File: src/rtl/avst_pkg.sv
// Shared Avalon-ST definitions.
// Used by the packet FIFO and the width adapters.
package avst_pkg;

    localparam int AVST_CUT_THROUGH = 0;
    localparam int AVST_STORE_FWD   = 1;

    function automatic int avst_empty_w(input int dw);
        return $clog2(dw / 8);
    endfunction

endpackage

File: src/rtl/avst_fifo_mem.sv
// Simple dual-port storage for the packet FIFO.
// Synchronous write, asynchronous read (distributed RAM).
module avst_fifo_mem #(
    parameter int WIDTH = 8,
    parameter int DEPTH = 16,
    parameter int AW    = $clog2(DEPTH)
) (
    input  logic             clk_i,
    input  logic             we_i,
    input  logic [AW-1:0]    waddr_i,
    input  logic [WIDTH-1:0] wdata_i,
    input  logic [AW-1:0]    raddr_i,
    output logic [WIDTH-1:0] rdata_o
);

    logic [WIDTH-1:0] mem_q [DEPTH];

    // Store one beat per accepted write; contents are never reset.
    always_ff @(posedge clk_i) begin
        if (we_i) begin
            mem_q[waddr_i] <= wdata_i;
        end
    end

    assign rdata_o = mem_q[raddr_i];

endmodule

File: src/rtl/avst_pkt_fifo.sv
// Avalon-ST FIFO with optional store-and-forward mode.
// Exports fill level, packet count and a sticky framing flag.
module avst_pkt_fifo
    import avst_pkg::*;
#(
    parameter int DATA_WIDTH    = 32,
    parameter int ERROR_WIDTH   = 1,
    parameter int DEPTH         = 16,
    parameter int STORE_FORWARD = 0
) (
    input  logic                                Clk_CI,
    input  logic                                Rst_RBI,
    output logic                                SnkReady_SO,
    input  logic                                SnkValid_SI,
    input  logic                                SnkSop_SI,
    input  logic                                SnkEop_SI,
    input  logic [avst_empty_w(DATA_WIDTH)-1:0] SnkEmpty_SI,
    input  logic [ERROR_WIDTH-1:0]              SnkError_SI,
    input  logic [DATA_WIDTH-1:0]               SnkData_DI,
    input  logic                                SrcReady_SI,
    output logic                                SrcValid_SO,
    output logic                                SrcSop_SO,
    output logic                                SrcEop_SO,
    output logic [avst_empty_w(DATA_WIDTH)-1:0] SrcEmpty_SO,
    output logic [ERROR_WIDTH-1:0]              SrcError_SO,
    output logic [DATA_WIDTH-1:0]               SrcData_DO,
    output logic [$clog2(DEPTH):0]              Fill_DO,
    output logic [$clog2(DEPTH):0]              PktCnt_DO,
    output logic                                FramingErr_SO
);

    localparam int EMPTY_WIDTH = avst_empty_w(DATA_WIDTH);
    localparam int AW = $clog2(DEPTH);
    localparam int MW = DATA_WIDTH + ERROR_WIDTH + EMPTY_WIDTH + 2;
    localparam logic [AW:0] FULL = (AW + 1)'(DEPTH);
    localparam logic [AW:0] ONE = (AW + 1)'(1);
    localparam logic [AW-1:0] PTR_ONE = AW'(1);

    logic [AW-1:0] wr_ptr_q, wr_ptr_d;
    logic [AW-1:0] rd_ptr_q, rd_ptr_d;
    logic [AW:0]   fill_q, fill_d;
    logic [AW:0]   pkt_q, pkt_d;
    logic          ready_q, ready_d;
    logic          in_pkt_q, in_pkt_d;
    logic          ferr_q, ferr_d;
    logic          out_pkt_q, out_pkt_d;

    logic          wr_en;
    logic          rd_en;
    logic          src_valid;
    logic          rd_eop;
    logic [MW-1:0] wr_word;
    logic [MW-1:0] rd_word;

    assign wr_word = {SnkSop_SI, SnkEop_SI, SnkEmpty_SI,
                      SnkError_SI, SnkData_DI};

    avst_fifo_mem #(
        .WIDTH (MW),
        .DEPTH (DEPTH),
        .AW    (AW)
    ) u_mem (
        .clk_i   (Clk_CI),
        .we_i    (wr_en),
        .waddr_i (wr_ptr_q),
        .wdata_i (wr_word),
        .raddr_i (rd_ptr_q),
        .rdata_o (rd_word)
    );

    assign SrcData_DO  = rd_word[DATA_WIDTH-1:0];
    assign SrcError_SO = rd_word[DATA_WIDTH +: ERROR_WIDTH];
    assign SrcEmpty_SO = rd_word[DATA_WIDTH+ERROR_WIDTH +: EMPTY_WIDTH];
    assign rd_eop      = rd_word[MW-2];
    assign SrcEop_SO   = rd_eop;
    assign SrcSop_SO   = rd_word[MW-1];

    // Source valid: full override and open-packet hold avoid deadlock.
    always_comb begin
        src_valid = (fill_q != '0);
        if (STORE_FORWARD == AVST_STORE_FWD) begin
            src_valid = (fill_q != '0) &
                        ((pkt_q != '0) | (fill_q == FULL) | out_pkt_q);
        end
    end

    assign SrcValid_SO = src_valid;
    assign wr_en = SnkValid_SI & ready_q;
    assign rd_en = src_valid & SrcReady_SI;

    // Next-state for pointers, counters, ready and framing tracker.
    always_comb begin
        wr_ptr_d  = wr_ptr_q;
        rd_ptr_d  = rd_ptr_q;
        fill_d    = fill_q;
        pkt_d     = pkt_q;
        in_pkt_d  = in_pkt_q;
        ferr_d    = ferr_q;
        out_pkt_d = out_pkt_q;

        if (wr_en) begin
            wr_ptr_d = wr_ptr_q + PTR_ONE;
        end
        if (rd_en) begin
            rd_ptr_d  = rd_ptr_q + PTR_ONE;
            out_pkt_d = ~rd_eop;
        end

        case ({wr_en, rd_en})
            2'b10:   fill_d = fill_q + ONE;
            2'b01:   fill_d = fill_q - ONE;
            default: fill_d = fill_q;
        endcase

        case ({wr_en & SnkEop_SI, rd_en & rd_eop})
            2'b10:   pkt_d = pkt_q + ONE;
            2'b01:   pkt_d = pkt_q - ONE;
            default: pkt_d = pkt_q;
        endcase

        if (wr_en) begin
            if (SnkSop_SI & in_pkt_q) begin
                ferr_d = 1'b1;
            end
            if (~SnkSop_SI & ~in_pkt_q) begin
                ferr_d = 1'b1;
            end
            if (SnkEop_SI) begin
                in_pkt_d = 1'b0;
            end else if (SnkSop_SI) begin
                in_pkt_d = 1'b1;
            end
        end

        ready_d = (fill_d != FULL);
    end

    // State registers, all cleared asynchronously.
    always_ff @(posedge Clk_CI or negedge Rst_RBI) begin
        if (!Rst_RBI) begin
            wr_ptr_q  <= '0;
            rd_ptr_q  <= '0;
            fill_q    <= '0;
            pkt_q     <= '0;
            ready_q   <= 1'b0;
            in_pkt_q  <= 1'b0;
            ferr_q    <= 1'b0;
            out_pkt_q <= 1'b0;
        end else begin
            wr_ptr_q  <= wr_ptr_d;
            rd_ptr_q  <= rd_ptr_d;
            fill_q    <= fill_d;
            pkt_q     <= pkt_d;
            ready_q   <= ready_d;
            in_pkt_q  <= in_pkt_d;
            ferr_q    <= ferr_d;
            out_pkt_q <= out_pkt_d;
        end
    end

    assign SnkReady_SO   = ready_q;
    assign Fill_DO       = fill_q;
    assign PktCnt_DO     = pkt_q;
    assign FramingErr_SO = ferr_q;

endmodule

File: config.mk
export PLATFORM = sky130hd
export DESIGN_NAME = avst_pkt_fifo
export DESIGN_NICKNAME = d
export VERILOG_FILES = /design/src/rtl/avst_pkg.sv /design/src/rtl/avst_fifo_mem.sv /design/src/rtl/avst_pkt_fifo.sv
export SDC_FILE = /design/constraint.sdc
export NUM_CORES = 1
export LEC_CHECK = 0
export CAP_MARGIN = 20
export CORE_MARGIN = 2
export CORE_UTILIZATION = 60
export CTS_CLUSTER_SIZE = 24
export DETAILED_ROUTE_END_ITERATION = 12
export PLACE_DENSITY_LB_ADDON = 0.15
export SLEW_MARGIN = 25
export SYNTH_ARGS = -nofsm -noshare
export SYNTH_HDL_FRONTEND = slang
export SYNTH_SLANG_ARGS = --single-unit
export TNS_END_PERCENT = 10
File: constraint.sdc
create_clock -name Clk_CI -period 4.85 [get_ports Clk_CI]
set_input_delay 0.7275 -clock Clk_CI [delete_from_list [all_inputs] [get_ports Clk_CI]]
set_output_delay 0.7275 -clock Clk_CI [all_outputs]
set_load 0.05 [all_outputs]
# After elaboration in Yosys (flattened, before gate mapping)
# Memory sizes are Yosys's and may differ from the RTL's.
# Index checks and enable logic that the tools add are counted.
# op_classes
n_addsub,6
n_eq_ne,5
n_mux,8
bitwise_logic,8
reduce_logical,6
# ops
cell,n
5-bit one-hot mux with 2 select lines,2
"5-bit by 1-bit adder with 5-bit output, second input constant",2
"5-bit by 1-bit subtractor with 5-bit output, second input constant",2
"4-bit by 1-bit adder with 4-bit output, second input constant",2
1-bit bitwise AND,6
1-bit two-way mux,6
2-bit nonzero test,3
"5-bit inequality test, second input constant",1
5-bit nonzero test,1
"2-bit by 1-bit == test with 1-bit output, second input constant",2
"2-bit == test, second input constant",2
2-bit AND reduction,2
1-bit NOT,2
# totals
reg_bits,21
mem_bits_rw,592
inputBits,41
output_inout_bits,50
word_cells,41
n_memories,1
# mem_list
name,depth,width,rd,rd_ports_with_merged_regs,write_ports,line_no,text
u_mem.mem_q,16,37,1,0,1,avst_fifo_mem.sv:16,logic [WIDTH-1:0] mem_q [DEPTH];

# Longest topological paths before layout
# Gate-level depths: netlist (run 1).
# depth
word_depth,5
mapped_depth,12
mapped_depth_nobuf,10

# Cells and area by module
# A second synthesis (run 1) with hierarchy kept.
# hier_totals
cells_unflattened,1035
area_unflattened_um2,23384.9
# by_module_without_submodules
module,n_inst,cells_per_inst,area_per_inst_um2
avst_fifo_mem,1,926,22201.3
avst_pkt_fifo,1,109,1183.6

# Worst setup path after synthesis (run 1)
# Ideal clock, no wire load.
# synth_path
path_kind,in2reg
startpoint,input SnkValid_SI
endpoint,"memory u_mem.mem_q[1][0] (netlist name), enable pin"
arrival_time_ps,3875
t_required_ps,4373
path_slack_ps,498
path_stages,4
n_path_buf,1
path_cell_list,and2_1 clkbuf_1 nand2_1 nor3_1
# synth_between
elab_chain_cells,3
# synth_rtl
item,line_no,text
start: declaration,avst_pkt_fifo.sv:14,"input logic SnkValid_SI,"
1-bit bitwise AND,avst_pkt_fifo.sv:88,assign wr_en = SnkValid_SI & ready_q;
1-bit two-way mux,avst_fifo_mem.sv:20,if (we_i) begin
1-bit two-way mux (not written as such),avst_fifo_mem.sv:21,mem_q[waddr_i] <= wdata_i;
end: declaration,avst_fifo_mem.sv:16,
# No other way between the ends.

# Worst setup path after layout (run 1)
# layout_path
startpoint,register rd_ptr_q[1]
endpoint,output SrcEmpty_SO[0]
# layout_between
elab_chain_cells,1
# layout_rtl
item,line_no,text
start: declaration,avst_pkt_fifo.sv:40,"logic [AW-1:0] rd_ptr_q, rd_ptr_d;"
start signal: assignment,avst_pkt_fifo.sv:151,rd_ptr_q <= rd_ptr_d;
memory read 16 x 37 bit,n/a,
end: declaration,avst_pkt_fifo.sv:24,"output logic [avst_empty_w(DATA_WIDTH)-1:0] SrcEmpty_SO,"
# No other way between the ends.

==> impl_metrics.prom, run 1 <==
# TYPE chip_impl_metric gauge
chip_impl_metric{name="p_per_area",unit="nW/um2"} 627
chip_impl_info{name="r2r-start",value="rd_ptr_q[1]"} 1
chip_impl_info{name="crit_path_start",value="rd_ptr_q[1]"} 1
chip_impl_metric{name="number_of_hold_buffers_added_after_cts",unit=""} 0
chip_impl_metric{name="nNetsFinal",unit=""} 1232
chip_impl_metric{name="final_design_area_no_fill",unit="um2"} 26900
chip_impl_metric{name="grt_usage",unit=""} 0.243
chip_impl_metric{name="setup_total_negative_slack",unit="ns"} 0
chip_impl_metric{name="async_reset_ff_frac",unit=""} 0.0343
chip_impl_metric{name="synth_seq_area_share",unit=""} 0.780
chip_impl_metric{name="clock_sinks",unit=""} 613
chip_impl_info{name="critical_path.top_delay_family",value="buffers and inverters"} 1
chip_impl_metric{name="fmax",unit="GHz"} 0.229
chip_impl_metric{name="cts-resized-gates",unit=""} 0
chip_impl_metric{name="logic_depth_of_the_worst_setup_path_including_buffers",unit=""} 5
chip_impl_metric{name="synth_enable_flop_cells",unit=""} 592
chip_impl_metric{name="layout-drive-gt1-share",unit=""} 0.230
chip_impl_metric{name="min_period",unit="ns"} 4.36
chip_impl_metric{name="final-setup-viol-count",unit=""} 0
chip_impl_info{name="worst_path_max_delay_cell",value="dfrtp_4"} 1
chip_impl_metric{name="post-cts-setup-buffers",unit=""} 0
chip_impl_metric{name="antenna_violating_nets_post_route",unit=""} 0
chip_impl_metric{name="num_vias",unit=""} 11000
chip_impl_info{name="final_cell_mix",value="edfxtp_1, mux4_2, clkdlybuf4s50_1, a22oi_1, clkbuf_16"} 1
chip_impl_info{name="critical_path.startpoint_type",value="flip-flop"} 1
chip_impl_metric{name="ys_seq_elements",unit=""} 613
chip_impl_metric{name="initialDrtViolationCount",unit=""} 991
chip_impl_metric{name="whs_path_depth",unit=""} 1
chip_impl_metric{name="arrival_time_worst_endpoint",unit="ns"} 3.63
chip_impl_metric{name="final_min_period_over_clock_period",unit=""} 0.899
chip_impl_info{name="timing.critical_path.cells",value="buf_4, mux4_2, a22oi_1, nand2_1, clkdlybuf4s50_1"} 1
chip_impl_metric{name="cts-buffers-inserted",unit=""} 57
chip_impl_metric{name="ys.warnings.count",unit=""} 0
chip_impl_metric{name="vias_in_the_first_global_route",unit=""} 11600
chip_impl_info{name="crit-reg2reg-capture",value="PktCnt_DO[4]"} 1
chip_impl_metric{name="finalHoldWorstSlack",unit="ns"} 0.467
chip_impl_metric{name="initial_utilization",unit=""} 0.607
chip_impl_metric{name="placement.io_buffers",unit=""} 90
chip_impl_metric{name="grt_first_pass_wirelength",unit="um"} 72000
chip_impl_info{name="outcome",value="finished, final reports clean"} 1
chip_impl_info{name="most_common_cell_after_layout_fill_and_taps_aside",value="edfxtp_1"} 1
chip_impl_metric{name="antennaDiodeCount",unit=""} 0
chip_impl_metric{name="grt_max_degree",unit=""} 69
chip_impl_info{name="worst_hold_path_type",value="reg2reg"} 1
chip_impl_metric{name="drt-total-wl",unit="um"} 47900
chip_impl_metric{name="synth.avg_cell_area",unit="um2"} 22.4
chip_impl_metric{name="die_area",unit="um2"} 40700
chip_impl_metric{name="syn2layout_area_growth",unit="%"} 14.6
chip_impl_metric{name="utilization_after_layout",unit=""} 0.696
chip_impl_metric{name="remaining_drc_errors",unit=""} 0
chip_impl_metric{name="final_max_slew_viol_count",unit=""} 0
chip_impl_metric{name="finalHoldViolCount",unit=""} 0
chip_impl_metric{name="worstSkewPairLatency",unit="ns"} 0.60
chip_impl_metric{name="placement.cell_area",unit="um2"} 25300
chip_impl_metric{name="cts_htree_levels",unit=""} 2
chip_impl_metric{name="fp-row-count",unit=""} 72
chip_impl_metric{name="gpl.final_weighted_congestion",unit=""} 0.723
chip_impl_metric{name="clock_tree.buffer_depth",unit=""} 3
chip_impl_metric{name="critPathMaxStageDelay",unit="ns"} 0.98
chip_impl_info{name="unrepaired_setup_endpoints_after_global_routing",value="false"} 1
chip_impl_metric{name="synth_nets",unit=""} 1102
chip_impl_metric{name="netlist-cell-type-count",unit=""} 37
chip_impl_metric{name="die_h",unit="um"} 202
chip_impl_info{name="netlist.top_cell.by_area",value="edfxtp_1"} 1
chip_impl_info{name="clk_root_buffer_cell",value="clkbuf_16"} 1
chip_impl_metric{name="critical_path_peak_fanout",unit=""} 53
chip_impl_info{name="cts_tree",value="done"} 1
chip_impl_metric{name="max-vdd-ir-drop",unit="mV"} 0.502
chip_impl_metric{name="max_slew.worst_pin.slew",unit="ns"} 0.860
chip_impl_metric{name="leakage",unit="nW"} 8.54
chip_impl_metric{name="cap_violations",unit=""} 0
chip_impl_info{name="crit_type",value="reg2out"} 1
chip_impl_metric{name="grt_remaining_overflow",unit=""} 0
chip_impl_info{name="post_synth_main_area_contributors",value="edfxtp_1, mux4_2, a22oi_1"} 1
chip_impl_metric{name="netlist_area",unit="um2"} 23500
chip_impl_metric{name="dp.final_hpwl",unit="um"} 25300
chip_impl_metric{name="syn-instance-count",unit=""} 1046
chip_impl_metric{name="route.detailed.vias_per_inst",unit=""} 6.36
chip_impl_metric{name="detail_route.wl_per_cell",unit="um"} 27.7
chip_impl_metric{name="worst_setup_hold_path_clk_slew",unit="ns"} 0.06
chip_impl_info{name="synthFlopType",value="edfxtp_1"} 1
chip_impl_metric{name="timing.max_slew.rel_slack",unit=""} 0.427
chip_impl_metric{name="synth.top_cell.area_share",unit=""} 0.758
chip_impl_metric{name="pin_count",unit=""} 91
chip_impl_info{name="timing.critical_path.to",value="SrcEmpty_SO[0]"} 1
chip_impl_metric{name="grt_antenna_before_repair",unit=""} 1
chip_impl_metric{name="critical_path_buf_inv_count",unit=""} 2
chip_impl_metric{name="fp.dieW",unit="um"} 202
chip_impl_info{name="kind_of_end_point_of_the_critical_path",value="output pin"} 1
chip_impl_metric{name="firstDrtPassIters",unit=""} 5
chip_impl_metric{name="reg2regPathDepth",unit=""} 9
chip_impl_metric{name="placeable_core_area",unit="um2"} 38600
chip_impl_metric{name="cp.required",unit="ns"} 4.12
chip_impl_metric{name="skew",unit="ns"} 0.0171
chip_impl_metric{name="r2r_setup_slk",unit="ns"} 1.11
-- worst min path at each step --
stage / end / startpoint / slack [ns]
2_1_floorplan: Fill_DO[0] / Rst_RBI / 0.43
3_5_place_dp: FramingErr_SO / FramingErr_SO / 0.45
5_1_grt: FramingErr_SO / FramingErr_SO / 0.50
6_report: FramingErr_SO / FramingErr_SO / 0.47
4_1_cts: Fill_DO[4] / Rst_RBI / 0.47
3_3_place_gp: FramingErr_SO / FramingErr_SO / 0.46
-- through the flow --
stage	instances	setup slack, ns	total power, mW
after floorplan	1046	0.498	11.1
after global placement	1635	1.12	13.0
after detailed placement	1635	1.13	13.0
after CTS	1732	0.476	17.0
after global routing	1732	0.328	17.6
final	1732	0.489	16.9
-- final cells by class --
cell class	instances	area, um2
clock buffer	80	1530
tap	518	648
timing repair buffer	127	1340
fill	2315	11700
clock inverter	17	91.3
multi-input combinational	370	4950
sequential	613	18300
inverter	7	26.3
-- cell families after synthesis --
group / share of synthesized area
flip-flops: 0.780
multiplexers: 0.144
AO/OA/AOI/OAI: 0.0298
AND/OR/NAND/NOR: 0.0176
buffers and inverters: 0.0148
adder cells (fa/ha/maj): 0.00864
XOR/XNOR: 0.00485
-- worst register-to-register path: cells and delay by family, from the launching register on --
kind	cells	cell delay, ns
AOI/OAI and AO/OA	5	1.14
adders and majority gates	2	0.77
DFF	1	0.98
muxes	1	0.60
and+or+nand+nor	1	0.14
-- synthesized netlist by cell type, types with 3 or more instances --
| master | n |
|---|---|
| a21oi_1 | 8 |
| xnor2_1 | 11 |
| edfxtp_1 | 592 |
| ha_1 | 13 |
| buf_4 | 4 |
| dfrtp_1 | 21 |
| nand2b_1 | 3 |
| mux2_2 | 4 |
| buf_2 | 22 |
| clkbuf_1 | 18 |
| nor2b_1 | 3 |
| buf_1 | 3 |
| mux4_2 | 148 |
| nand2_1 | 51 |
| o21ai_0 | 7 |
| a22oi_1 | 72 |
| buf_6 | 9 |
| nor3_1 | 7 |
| nor3b_1 | 4 |
| a21o_1 | 3 |
| nor2_1 | 14 |
| inv_1 | 7 |
-- flip-flops by register name, indices dropped and copies added (netlist names) --
signal / cells
rd_ptr_q: 4
u_mem.mem_q: 592
PktCnt_DO: 5
FramingErr_SO: 1
SnkReady_SO: 1
wr_ptr_q: 4
in_pkt_q: 1
Fill_DO: 5
-- per-layer routing --
layer  wire (um)  track usage  up-vias  part of all wire
met2       24100        0.397      417              0.50
met1       19600        0.349     5857              0.41
met3        3350       0.0423       77             0.070
met4         964       0.0657        2             0.020
li1            -            -     4664                 -
met5          11            0        -           0.00023
-- power by group --
| group | switching [mW] | leakage, nW | internal, mW | total, mW |
|---|---|---|---|---|
| clock | 1.78 | 0.784 | 2.19 | 3.97 |
| sequential | 0.394 | 5.59 | 6.43 | 6.82 |
| combinational | 3.63 | 2.17 | 2.44 | 6.07 |
| total | 5.80 | 8.54 | 11.1 | 16.9 |
(Power assumes the default switching activity.)
==> inputs of run 2 (changes only) <==
--- a/config.mk
+++ b/config.mk
@@ -8,3 +8,2 @@
 export CAP_MARGIN = 20
-export CORE_MARGIN = 2
 export CORE_UTILIZATION = 60
--- a/constraint.sdc
+++ b/constraint.sdc
@@ -3,2 +3,2 @@
 set_output_delay 0.7275 -clock Clk_CI [all_outputs]
-set_load 0.05 [all_outputs]
+set_load 0.005 [all_outputs]
==> run 2 against run 1 <==
Net effect: total power fell by 5.4%; critical path depth unchanged; register-to-register slack improved by 0.05 ns.
==> impl_metrics.prom, run 2 (synthesis gave the netlist of run 1 again) <==
# TYPE chip_impl_metric gauge
chip_impl_metric{name="fmax",unit="GHz"} 0.240
chip_impl_info{name="register_with_the_most_flip_flops",value="u_mem.mem_q"} 1
chip_impl_metric{name="power.clock.fraction",unit=""} 0.274
chip_impl_metric{name="num_vias",unit=""} 11000
chip_impl_info{name="critical_path.startpoint_type",value="flip-flop"} 1
chip_impl_metric{name="intPower",unit="mW"} 11.3
chip_impl_metric{name="vias_in_the_first_global_route",unit=""} 11200
chip_impl_metric{name="grt_max_degree",unit=""} 68
chip_impl_info{name="kind_of_end_point_of_the_critical_path",value="output pin"} 1
chip_impl_metric{name="fp.dieW",unit="um"} 200
chip_impl_metric{name="skew",unit="ns"} 0.0160
chip_impl_metric{name="placement.io_buffers",unit=""} 90
chip_impl_metric{name="grt_antenna_before_repair",unit=""} 1
chip_impl_metric{name="power.total",unit="mW"} 15.9
chip_impl_metric{name="gpl.final_weighted_congestion",unit=""} 0.745
chip_impl_info{name="cts_tree",value="done"} 1
chip_impl_metric{name="pin_count",unit=""} 91
chip_impl_metric{name="grt_usage",unit=""} 0.248
chip_impl_info{name="timing.critical_path.cells",value="buf_4, mux4_2, a22oi_1, nand2_1, clkdlybuf4s50_1"} 1
chip_impl_metric{name="firstDrtPassIters",unit=""} 5
chip_impl_metric{name="cts-buffers-inserted",unit=""} 57
chip_impl_metric{name="die_area",unit="um2"} 39900
chip_impl_metric{name="worstSkewPairLatency",unit="ns"} 0.61
chip_impl_metric{name="initial_utilization",unit=""} 0.607
chip_impl_metric{name="initialDrtViolationCount",unit=""} 1001
chip_impl_metric{name="cts-resized-gates",unit=""} 0
chip_impl_metric{name="placement.setup.worst_slack",unit="ns"} 1.13
chip_impl_metric{name="final-setup-viol-count",unit=""} 0
chip_impl_metric{name="setup_ws",unit="ns"} 0.681
chip_impl_metric{name="clock_tree.buffer_depth",unit=""} 3
chip_impl_info{name="outcome",value="finished, final reports clean"} 1
chip_impl_metric{name="detail_route.wl_per_cell",unit="um"} 27.3
chip_impl_metric{name="final_max_slew_viol_count",unit=""} 0
chip_impl_info{name="worst_hold_path_type",value="in2async"} 1
chip_impl_metric{name="drt-total-wl",unit="um"} 47400
chip_impl_metric{name="share_comb_of_total_power",unit=""} 0.302
chip_impl_info{name="final_cell_mix",value="edfxtp_1, mux4_2, clkdlybuf4s50_1, a22oi_1, clkbuf_16"} 1
chip_impl_metric{name="clock_sinks",unit=""} 613
chip_impl_metric{name="post-cts-setup-buffers",unit=""} 0
chip_impl_metric{name="max_slew.worst_pin.slew",unit="ns"} 1.03
chip_impl_metric{name="nNetsFinal",unit=""} 1228
chip_impl_metric{name="syn2layout_area_growth",unit="%"} 14.9
chip_impl_metric{name="fp-row-count",unit=""} 72
chip_impl_metric{name="final_min_period_over_clock_period",unit=""} 0.860
chip_impl_info{name="worst_path_max_delay_cell",value="dfrtp_4"} 1
chip_impl_metric{name="antenna_violating_nets_post_route",unit=""} 0
chip_impl_metric{name="finalHoldViolCount",unit=""} 0
chip_impl_info{name="clk_root_buffer_cell",value="clkbuf_16"} 1
chip_impl_metric{name="placeable_core_area",unit="um2"} 38600
chip_impl_metric{name="cts_htree_levels",unit=""} 2
chip_impl_metric{name="critical_path_peak_fanout",unit=""} 45
chip_impl_metric{name="remaining_drc_errors",unit=""} 0
chip_impl_metric{name="reg2regPathDepth",unit=""} 9
chip_impl_metric{name="critPathMaxStageDelay",unit="ns"} 0.87
chip_impl_metric{name="min_period",unit="ns"} 4.17
chip_impl_info{name="most_common_cell_after_layout_fill_and_taps_aside",value="edfxtp_1"} 1
chip_impl_metric{name="timing.max_slew.rel_slack",unit=""} 0.313
chip_impl_metric{name="setup_total_negative_slack",unit="ns"} 0
chip_impl_metric{name="largest_register_ffs",unit=""} 592
chip_impl_metric{name="final_design_area_no_fill",unit="um2"} 27000
chip_impl_metric{name="arrival_time_worst_endpoint",unit="ns"} 3.44
chip_impl_metric{name="leakage",unit="nW"} 8.60
chip_impl_metric{name="layout-drive-gt1-share",unit=""} 0.235
chip_impl_metric{name="switching_part_of_the_total_power",unit=""} 0.289
chip_impl_metric{name="die_h",unit="um"} 200
chip_impl_metric{name="max-vdd-ir-drop",unit="mV"} 0.416
chip_impl_metric{name="seq_power_share",unit=""} 0.424
chip_impl_metric{name="placement.cell_area",unit="um2"} 25100
chip_impl_metric{name="number_of_hold_buffers_added_after_cts",unit=""} 0
chip_impl_info{name="crit_type",value="reg2out"} 1
chip_impl_metric{name="worst_setup_hold_path_clk_slew",unit="ns"} 0.07
chip_impl_metric{name="grt_remaining_overflow",unit=""} 0
chip_impl_metric{name="cp.required",unit="ns"} 4.12
chip_impl_info{name="unrepaired_setup_endpoints_after_global_routing",value="false"} 1
chip_impl_metric{name="route.detailed.vias_per_inst",unit=""} 6.33
chip_impl_metric{name="cap_violations",unit=""} 0
chip_impl_metric{name="power.net_switching",unit="mW"} 4.61
chip_impl_metric{name="dp.final_hpwl",unit="um"} 24000
chip_impl_metric{name="final.fill_count",unit=""} 2322
chip_impl_metric{name="utilization_after_layout",unit=""} 0.697
chip_impl_metric{name="grt_first_pass_wirelength",unit="um"} 69900
chip_impl_metric{name="p_per_area",unit="nW/um2"} 592
==> run 2: changes by cell type in the layout (fill, tap and decap cells not counted), sizes merged <==
cell,before,now
buf,37,34
bufinv,0,5
clkbuf,80,75
clkdlybuf4s50,90,89
clkinv,15,22
diode,0,1
inv,7,10
==> run 2: path summary, 6_finish.rpt <==
check / startpoint / endpoint / slack (ns)
setup / recovery: rd_ptr_q[1] / SrcData_DO[0] / 0.68
hold / removal: Rst_RBI / wr_ptr_q[2] / 0.09
setup reg to reg: rd_ptr_q[1] / PktCnt_DO[4] / 1.16
hold reg to reg: FramingErr_SO / FramingErr_SO / 0.46
max in group asynchronous: Rst_RBI / rd_ptr_q[0] / 4.37
min in group Clk_CI: FramingErr_SO / FramingErr_SO / 0.46
==> run 2: cell type report <==
cell class                 instances  area (um2)  share of cell area
clock buffer                      75        1540              0.0570
timing repair buffer             123        1190              0.0443
sequential                       613       18300               0.679
tap                              518         648              0.0240
antenna                            1        2.50           0.0000928
multi-input combinational        370        4950               0.184
clock inverter                    32         288              0.0107
inverter                           7        26.3            0.000975
==> run 2: power by group through the flow <==
stage / Sequential [mW] / Clock (mW) / Combinational (mW)
2_1_floorplan: 6.68 / 0 / 3.16
3_3_place_gp: 6.84 / 0 / 4.83
3_5_place_dp: 6.87 / 0 / 4.86
4_1_cts: 6.77 / 4.43 / 4.90
5_1_grt: 6.82 / 4.63 / 5.20
6_report: 6.76 / 4.36 / 4.82
==> run 2: layer usage <==
metal / vias to the layer above / wire, um / track usage
met3: 90 / 3610 / 0.0467
met1: 5783 / 19000 / 0.353
li1: 4667 / - / -
met5: - / 0 / 0
met4: 0 / 1310 / 0.0834
met2: 474 / 23500 / 0.394
==> run 2: stage by stage <==
stage | hold slack [ns] | instances
6_report | 0.0867 | 1739
5_1_grt | 0.108 | 1739
4_1_cts | 0.0768 | 1738
3_5_place_dp | 0.446 | 1631
3_3_place_gp | 0.446 | 1631
2_1_floorplan | 0.432 | 1046
==> run 2: worst max-delay path: cells and delay by family (launching register included) <==
family / cells / cell delay, ns
buffers and inverters: 2 / 1.13
DFF: 1 / 0.87
muxes: 1 / 0.40
AOI/OAI and AO/OA: 1 / 0.23
and+or+nand+nor: 1 / 0.16
